**config.mk**
```make
export PLATFORM = sky130hd
export DESIGN_NAME = alu_share_ctrl
export DESIGN_NICKNAME = d
export VERILOG_FILES = /design/src/rtl/alu_share_pkg.sv /design/src/rtl/alu_core.sv /design/src/rtl/alu_share_ctrl.sv
export SDC_FILE = /design/constraint.sdc
export NUM_CORES = 1
export LEC_CHECK = 0
export ABC_CLOCK_PERIOD_IN_PS = 4200
export BUFFER_PORTS_ARGS = -buffer_cell sky130_fd_sc_hd__clkbuf_2
export CAP_MARGIN = 15
export CORE_MARGIN = 4
export CORE_UTILIZATION = 58
export DETAILED_ROUTE_END_ITERATION = 12
export MAX_ROUTING_LAYER = met4
export PLACE_DENSITY = 0.81
export SLEW_MARGIN = 20
export SYNTH_ARGS = -nofsm -noshare
export SYNTH_HDL_FRONTEND = slang
export SYNTH_SLANG_ARGS = --single-unit
export TNS_END_PERCENT = 50
```
**constraint.sdc**
```tcl
create_clock -name clk -period 4.2 [get_ports clk]
set_input_delay 0.21 -clock clk [delete_from_list [all_inputs] [get_ports clk]]
set_output_delay 0.21 -clock clk [all_outputs]
set_load 0.005 [all_outputs]
```
**src/rtl/alu_share_pkg.sv**
```systemverilog
// rtl/alu_share_pkg.sv - shared types and defaults for the shared-ALU controller
package alu_share_pkg;

  localparam int WIDTH_DEF = 16;

  typedef enum logic [2:0] {
    OP_ADDC    = 3'd0,
    OP_ADDHALF = 3'd1,
    OP_MAX     = 3'd2,
    OP_TRIPLE  = 3'd3,
    OP_AND     = 3'd4,
    OP_OR      = 3'd5,
    OP_NOT     = 3'd6,
    OP_ZERO    = 3'd7
  } opc_e;

  typedef enum logic [1:0] {
    ST_IDLE = 2'd0,
    ST_EXEC = 2'd1,
    ST_RESP = 2'd2
  } state_e;

endpackage

```
**src/rtl/alu_core.sv**
```systemverilog
// rtl/alu_core.sv - combinational opcode decode and arithmetic with sign/zero flags
module alu_core
  import alu_share_pkg::*;
#(
  parameter int WIDTH = WIDTH_DEF
) (
  input  logic [2:0]       opc_i,
  input  logic [WIDTH-1:0] m_i,
  input  logic [WIDTH-1:0] n_i,
  input  logic             c_i,
  output logic [WIDTH-1:0] f_o,
  output logic             neg_o,
  output logic             zer_o
);

  // Opcode decode; every result is truncated to WIDTH bits (modulo 2^WIDTH)
  always_comb begin
    f_o = '0;
    case (opc_e'(opc_i))
      OP_ADDC:    f_o = m_i + n_i + WIDTH'(c_i);
      OP_ADDHALF: f_o = m_i + (n_i >> 1);
      OP_MAX:     f_o = ($signed(m_i) > $signed(n_i)) ? m_i : n_i;
      OP_TRIPLE:  f_o = (m_i << 1) + m_i;
      OP_AND:     f_o = m_i & n_i;
      OP_OR:      f_o = m_i | n_i;
      OP_NOT:     f_o = ~m_i;
      OP_ZERO:    f_o = '0;
      default:    f_o = '0;
    endcase
  end

  assign neg_o = f_o[WIDTH-1];
  assign zer_o = (f_o == '0);

endmodule

```
**src/rtl/alu_share_ctrl.sv**
```systemverilog
// rtl/alu_share_ctrl.sv - round-robin two-requester controller sharing one ALU
module alu_share_ctrl
  import alu_share_pkg::*;
#(
  parameter int WIDTH = WIDTH_DEF,
  parameter int CNT_W = 16
) (
  input  logic                       clk,
  input  logic                       rst_n,
  input  logic [1:0]                 req_valid,
  output logic [1:0]                 req_ready,
  input  logic [1:0][2:0]            req_opc,
  input  logic [1:0][WIDTH-1:0]      req_m,
  input  logic [1:0][WIDTH-1:0]      req_n,
  input  logic [1:0]                 req_c,
  output logic                       rsp_valid,
  input  logic                       rsp_ready,
  output logic                       rsp_id,
  output logic [WIDTH-1:0]           rsp_f,
  output logic                       rsp_neg,
  output logic                       rsp_zer,
  output logic [1:0][CNT_W-1:0]      done_cnt,
  output logic                       busy
);

  state_e                  state_q, state_d;
  logic                    last_q;
  logic                    gnt_q;
  logic [2:0]              opc_q;
  logic [WIDTH-1:0]        m_q, n_q;
  logic                    c_q;
  logic [WIDTH-1:0]        rsp_f_q;
  logic                    rsp_neg_q, rsp_zer_q;
  logic [1:0][CNT_W-1:0]   cnt_q;

  logic                    win;
  logic                    accept;
  logic [WIDTH-1:0]        alu_f;
  logic                    alu_neg, alu_zer;

  // On a tie the requester that did not win last time gets the grant
  assign win    = (req_valid == 2'b11) ? ~last_q : req_valid[1];
  assign accept = rst_n && (state_q == ST_IDLE) && (req_valid != 2'b00);

  assign req_ready = accept ? (win ? 2'b10 : 2'b01) : 2'b00;

  alu_core #(.WIDTH(WIDTH)) u_alu (
    .opc_i (opc_q),
    .m_i   (m_q),
    .n_i   (n_q),
    .c_i   (c_q),
    .f_o   (alu_f),
    .neg_o (alu_neg),
    .zer_o (alu_zer)
  );

  // Next-state: accept in IDLE, one EXEC cycle, hold RESP until the consumer takes it
  always_comb begin
    state_d = state_q;
    case (state_q)
      ST_IDLE: if (accept) state_d = ST_EXEC;
      ST_EXEC: state_d = ST_RESP;
      ST_RESP: if (rsp_ready) state_d = ST_IDLE;
      default: state_d = ST_IDLE;
    endcase
  end

  // State, arbiter pointer, operand latches, response registers and counters
  always_ff @(posedge clk or negedge rst_n) begin
    if (!rst_n) begin
      state_q   <= ST_IDLE;
      last_q    <= 1'b1;
      gnt_q     <= 1'b0;
      opc_q     <= '0;
      m_q       <= '0;
      n_q       <= '0;
      c_q       <= 1'b0;
      rsp_f_q   <= '0;
      rsp_neg_q <= 1'b0;
      rsp_zer_q <= 1'b0;
      cnt_q     <= '0;
    end else begin
      state_q <= state_d;
      if (accept) begin
        last_q <= win;
        gnt_q  <= win;
        opc_q  <= req_opc[win];
        m_q    <= req_m[win];
        n_q    <= req_n[win];
        c_q    <= req_c[win];
      end
      if (state_q == ST_EXEC) begin
        rsp_f_q   <= alu_f;
        rsp_neg_q <= alu_neg;
        rsp_zer_q <= alu_zer;
      end
      if (state_q == ST_RESP && rsp_ready) begin
        cnt_q[gnt_q] <= cnt_q[gnt_q] + CNT_W'(1);
      end
    end
  end

  assign rsp_valid = (state_q == ST_RESP);
  assign rsp_id    = gnt_q;
  assign rsp_f     = rsp_f_q;
  assign rsp_neg   = rsp_neg_q;
  assign rsp_zer   = rsp_zer_q;
  assign done_cnt  = cnt_q;
  assign busy      = (state_q != ST_IDLE);

endmodule

```
Word level (Yosys, flattened, before mapping) --
Cells that the tools add are included.
Word-level totals: memories kept 0, bits of input ports 77, bits in registers 90, bits in latches 0, memory bits (read-only) 0, output and inout bits 55, logic and storage cells 68, memory bits (writable) 0
Cells by class: bitwise logic cells 4, magnitude comparators 4, equal/unequal tests 12, add/subtract/negate cells 5, multipliers 0, shift operators 0, div/mod/pow operators 0, muxes and demuxes 21, reductions and logical operators 10
Operators with widths (count):
- $mux W16 | 8
- $pmux W16 S8 | 1
- $add A16 B16 Y16 | 2
- $bwmux W32 | 1
- $add A16 B1 Y16 | 1
- $add A16 B1 Y16 const B | 1
- $add A16 B15 Y16 | 1
- $and A16 B16 Y16 | 1
- $demux W16 S1 | 1
- $gt A16 B16 Y1 | 1
- $logic_not A16 Y1 | 1
- $not A16 Y16 | 1
- $or A16 B16 Y16 | 1
- $eq A3 B3 Y1 const B | 4
- $mux W2 | 4
- $eq A3 B2 Y1 const B | 2
- $mux W3 | 2
- $pmux W2 S3 | 1
- $eq A2 B2 Y1 const B | 2
- $logic_and A1 B1 Y1 | 4
- $lt A1 B2 Y1 const B | 2
- $reduce_bool A2 Y1 | 2
- $eq A3 B1 Y1 const B | 1
- $logic_not A3 Y1 | 1
- 8 further kinds | 10

Logic depth before layout (Yosys ltp) --
Gate-level depths: netlist (run 1).
word-level depth 5, gate-level depth with buffers 14

Hierarchy --
From an unflattened synthesis (run 1), not the netlist that was laid out.
Second synthesis, totals: cells, all modules 874, area, all modules 7871.3 um^2
Modules (own cells, without submodules):
- alu_share_ctrl | cells each 346, instances 1, seq. area each 2253.4 um^2, area an instance 4113.9 um^2
- alu_core | cells each 528, instances 1, seq. area each 0.0 um^2, area an instance 3757.4 um^2

Least setup slack after synthesis (run 1) --
OpenSTA, ideal clock, no wires.
path kind reg2reg, start reg m_q[1], end reg rsp_zer_q, in the netlist rsp_zer, arrival time 3097 ps, stages on the path, launching flop included 14, slack 1038 ps, clock period less this slack 3162 ps, path through dfrtp_1 -> inv_1 -> ha_1 -> o21bai_1 -> a221o_1 -> a211o_1 -> o31a_1 -> buf_6 -> buf_12 -> mux2i_1 -> nor4b_1 -> nand4_1 -> nor4_1 -> a32o_2
Between the ends: word-level cells in the longest chain between the ends 4, elaborated cells on any way between the ends 11, classes of those cells add/sub (4); order compare (1); mux (2); bitwise (3); reduce/logical (1)
RTL lines:
- start: declaration | line alu_share_ctrl.sv:30 | logic [WIDTH-1:0] m_q, n_q;
- start signal: assignment | line alu_share_ctrl.sv:88 | m_q <= req_m[win];
- $add A16 B16 Y16 / $gt A16 B16 Y1 (equally long branches) | line alu_core.sv:20, alu_core.sv:22
- $add A16 B1 Y16 / $mux W16 (equally long branches) | line alu_core.sv:20, alu_core.sv:22
- $pmux W16 S8 * | line alu_core.sv:19 | case (opc_e'(opc_i))
- $logic_not A16 Y1 * | line alu_core.sv:33 | assign zer_o = (f_o == '0);
- end signal: assignment | line alu_share_ctrl.sv:95 | rsp_zer_q <= alu_zer;
- end: declaration | line alu_share_ctrl.sv:33 | logic rsp_neg_q, rsp_zer_q;
Mark *: on every way between the ends. The rest lies on a longest branch, timed or not. A chain may end at the register's enable or synchronous reset.

Worst setup path in the final report (run 1) --
Same ends and word-level chain as after synthesis.

==> flow_summary.yaml, run 1 <==
sta:
  skew_ns: 0.0123
  hold_violations: 0
  slew_headroom_pct: 31.6
  worst_pin_slew_ns: 1.02
  setup_slack_ns: 0.378
  min_period_over_period_pct: 91.0
  report.final.slew_viol_count: 0
  fin_setup_tns_ns: 0
  rsz0062_at_grt: "no"
  setup_violations: 0
  min_period_ns: 3.82
  max_freq_mhz: 262
clock_network:
  insertion_delay_ns: 0.34
  htree_levels: 3
  clock-root-buffer: "clkbuf_16"
  post_cts_buffers: 0
  cts.clk_slew.worst_paths_ns: 0.08
  clockBufferDepth: 2
  cts_sinks: 89
  cts_tree: "yes"
  cts_made_buffers: 9
worst_setup_path:
  critPathTopFamily: "compound AO/OA/AOI/OAI gates"
  crit_buf_inv: 1
  max_stage_delay_ns: 0.64
  critPathKind: "reg -> reg"
  crit_path_end_kind: "flip-flop"
  crit_arrival_ns: 4.11
  critPathLaunchType: "flip-flop"
  path_cells: "inv_1, ha_1, o21bai_1, a221o_1, a211o_1, o31a_2, mux2i_1, a211oi_1, nand3_1, nor4_1, a32o_2"
  r2r_cells: 11
  path_depth: 11
  required_ns: 4.49
  worst-path-max-fanout: 15
  slowest_stage: "dfrtp_1"
outcome:
  status: "finished clean"
synth:
  synth_flop_cell: "dfrtp_1"
  synth_top_area_share_pct: 27.8
  ys_async_sr_fraction_pct: 100
  synth_compound_area_share_pct: 20.9
  synth_edf_count: 0
  synth_area_leader_cell: "dfrtp_1"
  synth_most_common_cell: "nand2_1"
  synth-seq-cells: 89
  syn_area_per_cell_um2: 8.35
  muxShareOfSynthArea_pct: 7.95
  synthTopCellsByArea: "dfrtp_1 (28%), ha_1 (12%), mux2i_1 (7.0%)"
  ys_seq_area_share_pct: 28.1
  synthSimpleGateAreaFrac_pct: 18.9
  yosysUniqueCellTypes: 76
  yosys.area_share.adder_pct: 13.3
  yosysWarnings: 0
  netlist_area_mm2: 0.00792
  synth_commonest_cells: "nand2_1 (134), dfrtp_1 (88), o21ai_0 (87)"
  syn_inst: 948
  syn_nets: 1107
  synth_top_family_by_area: "compound AO/OA/AOI/OAI gates"
  synth_xor_area_share_pct: 5.75
floorplan:
  rows: 42
  io-pin-count: 132
  initial_utilization_pct: 59.5
  die_y_um: 125
  die_x_um: 125
  core_mm2: 0.0133
  dieArea_mm2: 0.0156
route:
  drt-vias-per-instance: 6.20
  wl_um: 24200
  wire_per_inst_um: 19.3
  first_pass_iters: 8
  route.detailed.drc: 0
  vias: 7772
  ant_nets: 0
  drt_iter0_markers: 837
placed_design:
  gp_congestion: 1.12
  dp_hpwl_um: 19100
  pre_cts_ws_ns: 0.268
  port_buffers: 131
  place_area_mm2: 0.00877
global_route:
  first_global_vias: 7155
  antenna_found_initial: 0
  grt_use_total_pct: 31.4
  overflow: 0
  grt_pass1_wl_um: 38400
  grt_max_degree: 61
layout:
  syn2layout_area_growth_pct: 14.4
  final_util_pct: 68.1
  antenna_cells: 0
  layout.nets: 1232
  final_cell_area_mm2: 0.00906
  drive_gt1_share_pct: 18.5
hold_path:
  hold_depth: 2
  hp-class: "in -> reg"
power_and_ir_drop:
  power_density_mw_per_mm2: 791
  ir_drop_uv: 388
  total_leakage_power_nw: 4.49
  power_mw: 7.16
run:
  cap_viol_max_count: 0
per-layer routing:
metal / wire [um] / GRT usage (%) / part of all wire, % / vias to the layer above
met4: 935 / 11.5 / 3.9 / 0
met3: 2610 / 5.92 / 11 / 80
met2: 10500 / 45.9 / 43 / 473
li1: - / - / - / 3644
met1: 10200 / 43.5 / 42 / 3575
met5: 0 / - / 0 / -
stage by stage:
step                cells  hold slack, ns
floorplan             948         -0.0856
global placement     1237           0.192
detailed placement   1237           0.200
CTS                  1254           0.148
global route         1254           0.156
finish               1254           0.154
cell type report:
| cell class | instances | area, um2 |
|---|---|---|
| clock buffer | 10 | 229 |
| multi-input combinational | 768 | 5300 |
| tap | 176 | 220 |
| fill | 1091 | 4240 |
| clock inverter | 6 | 51.3 |
| timing repair buffer | 155 | 841 |
| sequential | 89 | 2230 |
| inverter | 50 | 188 |
cells in the final DEF (no fill, tap or decap), types with 22 or more instances in the layout:
cell type,instances
a21oi_1,38
xnor2_1,30
buf_4,24
nand2_1,133
nor2_1,63
inv_1,49
xor2_1,22
o21ai_0,87
dfrtp_1,88
ha_1,78
mux2i_1,55
nand3_1,30
clkbuf_2,130
state kept, by name (all words and copies together), names as in the netlist:
name,flops
rsp_f,16
n_q,16
m_q,16
state_q,2
done_cnt,32
rsp_id,1
opc_q,3
last_q,1
c_q,1
rsp_zer,1
final timing paths:
kind | end | slack, ns | start
max | rsp_zer$_DFFE_PN0N_ | 0.38 | m_q[1]$_DFFE_PN0P_
min | state_q[1]$_DFFE_PN0P_ | 0.15 | rsp_ready
max reg2reg | rsp_zer$_DFFE_PN0N_ | 0.38 | m_q[1]$_DFFE_PN0P_
min reg2reg | done_cnt[15]$_DFFE_PN0P_ | 0.47 | done_cnt[15]$_DFFE_PN0P_
max in group asynchronous | n_q[1]$_DFFE_PN0P_ | 2.71 | rst_n
min in group asynchronous | done_cnt[15]$_DFFE_PN0P_ | 0.38 | rst_n
worst register-to-register path: stages, from the launching register on:
cell and delay (ns):
dfrtp_1 0.64, inv_1 0.16, ha_1 0.38, o21bai_1 0.11
a221o_1 0.34, a211o_1 0.35, o31a_2 0.48, mux2i_1 0.17
a211oi_1 0.50, nand3_1 0.21, nor4_1 0.23, a32o_2 0.21
repair_timing:
action | 4_1_cts | 5_1_grt
hold buffers | 1 | 0
gates resized for setup | 0 | 1
setup endpoints to repair | 0 | 1
hold endpoints to repair | 29 | 0
kinds of logic after synthesis:
kind of cell | count (synthesis)
buf+inv | 91
mux | 62
fa+ha+maj | 82
xor+xnor | 52
compound gates | 255
flops | 89
simple gates | 317
where the power goes:
part | internal [mW] | total [mW] | switching [mW]
combinational | 1.96 | 4.83 | 2.87
clock | 0.409 | 0.772 | 0.363
sequential | 1.11 | 1.56 | 0.450
total | 3.48 | 7.16 | 3.68
Power figures use the tool's default switching activity.
==> inputs of run 2 (changes only) <==
Settings changed: CORE_UTILIZATION 58 to 38, PLACE_DENSITY 0.81 to 0.57.
==> run 2 against run 1 <==
Compared with the run above: via count is 4.0% lower; die area grew 49%; clock power increased by 5.6%; design area up 2.0%; largest cell class unchanged; highest routed layer unchanged.
==> flow_summary.yaml, run 2 (synthesized netlist as in run 1, its figures left out) <==
power_and_ir_drop:
  power_density_mw_per_mm2: 792
  total_leakage_power_nw: 4.54
  ir_drop_uv: 301
sta:
  max_freq_mhz: 255
  slew_headroom_pct: 34.9
  setup_violations: 0
  skew_ns: 0.00782
  hold_violations: 0
  min_period_over_period_pct: 93.2
  rsz0062_at_grt: "no"
  report.final.slew_viol_count: 0
  worst_pin_slew_ns: 0.973
  min_period_ns: 3.91
  worst_hold_slack_ns: 0.103
clock_network:
  cts.clk_slew.worst_paths_ns: 0.07
  cts_made_buffers: 9
  htree_levels: 3
  cts_tree: "yes"
  insertion_delay_ns: 0.35
  clockBufferDepth: 2
  cts_sinks: 89
  post_cts_buffers: 0
  clock-root-buffer: "clkbuf_16"
layout:
  layout.nets: 1239
  syn2layout_area_growth_pct: 16.7
  final_util_pct: 45.3
  final_cell_area_mm2: 0.00924
  layout_common_cells: "nand2_1 (133), clkbuf_2 (130), dfrtp_1 (88)"
  antenna_cells: 0
  fillers: 2068
  fin_cells: 1355
  largest_reg_flops: 32
  drive_gt1_share_pct: 19.1
  layout_commonest_cell: "nand2_1"
worst_setup_path:
  crit_arrival_ns: 4.20
  crit_path_end: "rsp_zer$_DFFE_PN0N_"
  critPathLaunchType: "flip-flop"
  path_depth: 11
  r2r_cells: 11
  r2r-start: "m_q[2]$_DFFE_PN0P_"
  ff2ff_setup_slack_ns: 0.29
  startpoint: "m_q[2]$_DFFE_PN0P_"
  required_ns: 4.49
  slowest_stage: "a211oi_1"
  crit_buf_inv: 1
  reg2reg_to: "rsp_zer$_DFFE_PN0N_"
  max_stage_delay_ns: 0.69
  critPathKind: "reg -> reg"
  crit_path_end_kind: "flip-flop"
  critPathTopFamily: "compound AO/OA/AOI/OAI gates"
  path_cells: "inv_1, ha_1, nor2_1, a221o_1, a211o_1, o31a_2, mux2i_1, a211oi_1, nand3_1, nor4_1, a32o_2"
  worst-path-max-fanout: 15
floorplan:
  io-pin-count: 132
  dieArea_mm2: 0.0232
  die_x_um: 152
  initial_utilization_pct: 38.9
  die_y_um: 152
  core_mm2: 0.0204
  rows: 52
route:
  first_pass_iters: 5
  vias: 7465
  route.detailed.drc: 0
  drt-vias-per-instance: 5.51
  wire_per_inst_um: 19.1
  ant_nets: 0
  drt_iter0_markers: 503
  wl_um: 25900
placed_design:
  place_area_mm2: 0.00894
  place_inst: 1338
  port_buffers: 131
  gp_congestion: 0.972
  dp_hpwl_um: 20300
global_route:
  antenna_found_initial: 1
  grt_use_total_pct: 22.5
  grt_pass1_wl_um: 40500
  first_global_vias: 7009
  grt_max_degree: 70
  overflow: 0
hold_path:
  hp-class: "in -> reg"
outcome:
  status: "finished clean"
run:
  cap_viol_max_count: 0
-- run 2: worst min-delay path by stage --
stage / depth (start not counted) / end / slack [ns] / startpoint
after CTS: 2 / state_q[1]$_DFFE_PN0P_ / 0.08 / rsp_ready
after floorplan: 0 / c_q$_DFFE_PN0P_ / -0.09 / rst_n
after detailed placement: 1 / rsp_f[8]$_DFFE_PN0N_ / 0.16 / rst_n
final: 2 / state_q[1]$_DFFE_PN0P_ / 0.10 / rsp_ready
after global placement: 1 / rsp_f[8]$_DFFE_PN0N_ / 0.15 / rst_n
after global routing: 2 / state_q[1]$_DFFE_PN0P_ / 0.12 / rsp_ready
-- run 2: layout make-up --
type | count | area [um2] | share of cell area (%)
Tap cell | 270 | 338 | 3.66
Multi-Input combinational cell | 768 | 5300 | 57.4
Timing Repair Buffer | 162 | 893 | 9.67
Inverter | 50 | 188 | 2.03
Sequential cell | 89 | 2230 | 24.1
Clock buffer | 9 | 225 | 2.44
Clock inverter | 7 | 61.3 | 0.664
-- run 2: what timing repair did --
action,4_1_cts,5_1_grt
gates resized for setup,1,1
hold endpoints to repair,20,0
hold buffers,1,0
endpoints found under the setup margin,1,1
pin swaps,0,0
-- run 2: routing by layer --
layer	global-route usage [%]	vias to the layer above	wire (um)
li1	-	3669	-
met4	5.35	0	487
met5	-	-	0
met2	33.3	273	11300
met3	4.32	28	1920
met1	31.9	3495	12200
-- run 2: power by group --
part,internal (mW),total (mW),leakage [nW],switching [mW]
logic,2.00,5.03,3.25,3.03
registers,1.11,1.47,1.15,0.352
clock network,0.415,0.815,0.140,0.400
total,3.53,7.31,4.54,3.78
-- run 2: per-stage QoR --
step	setup slack (ns)	total power, mW	setup TNS, ns
global placement	0.156	6.41	0
detailed placement	-0.0833	6.40	-0.0833
global route	0.146	7.89	0
CTS	0.136	7.25	0
finish	0.285	7.31	0
floorplan	1.04	4.87	0
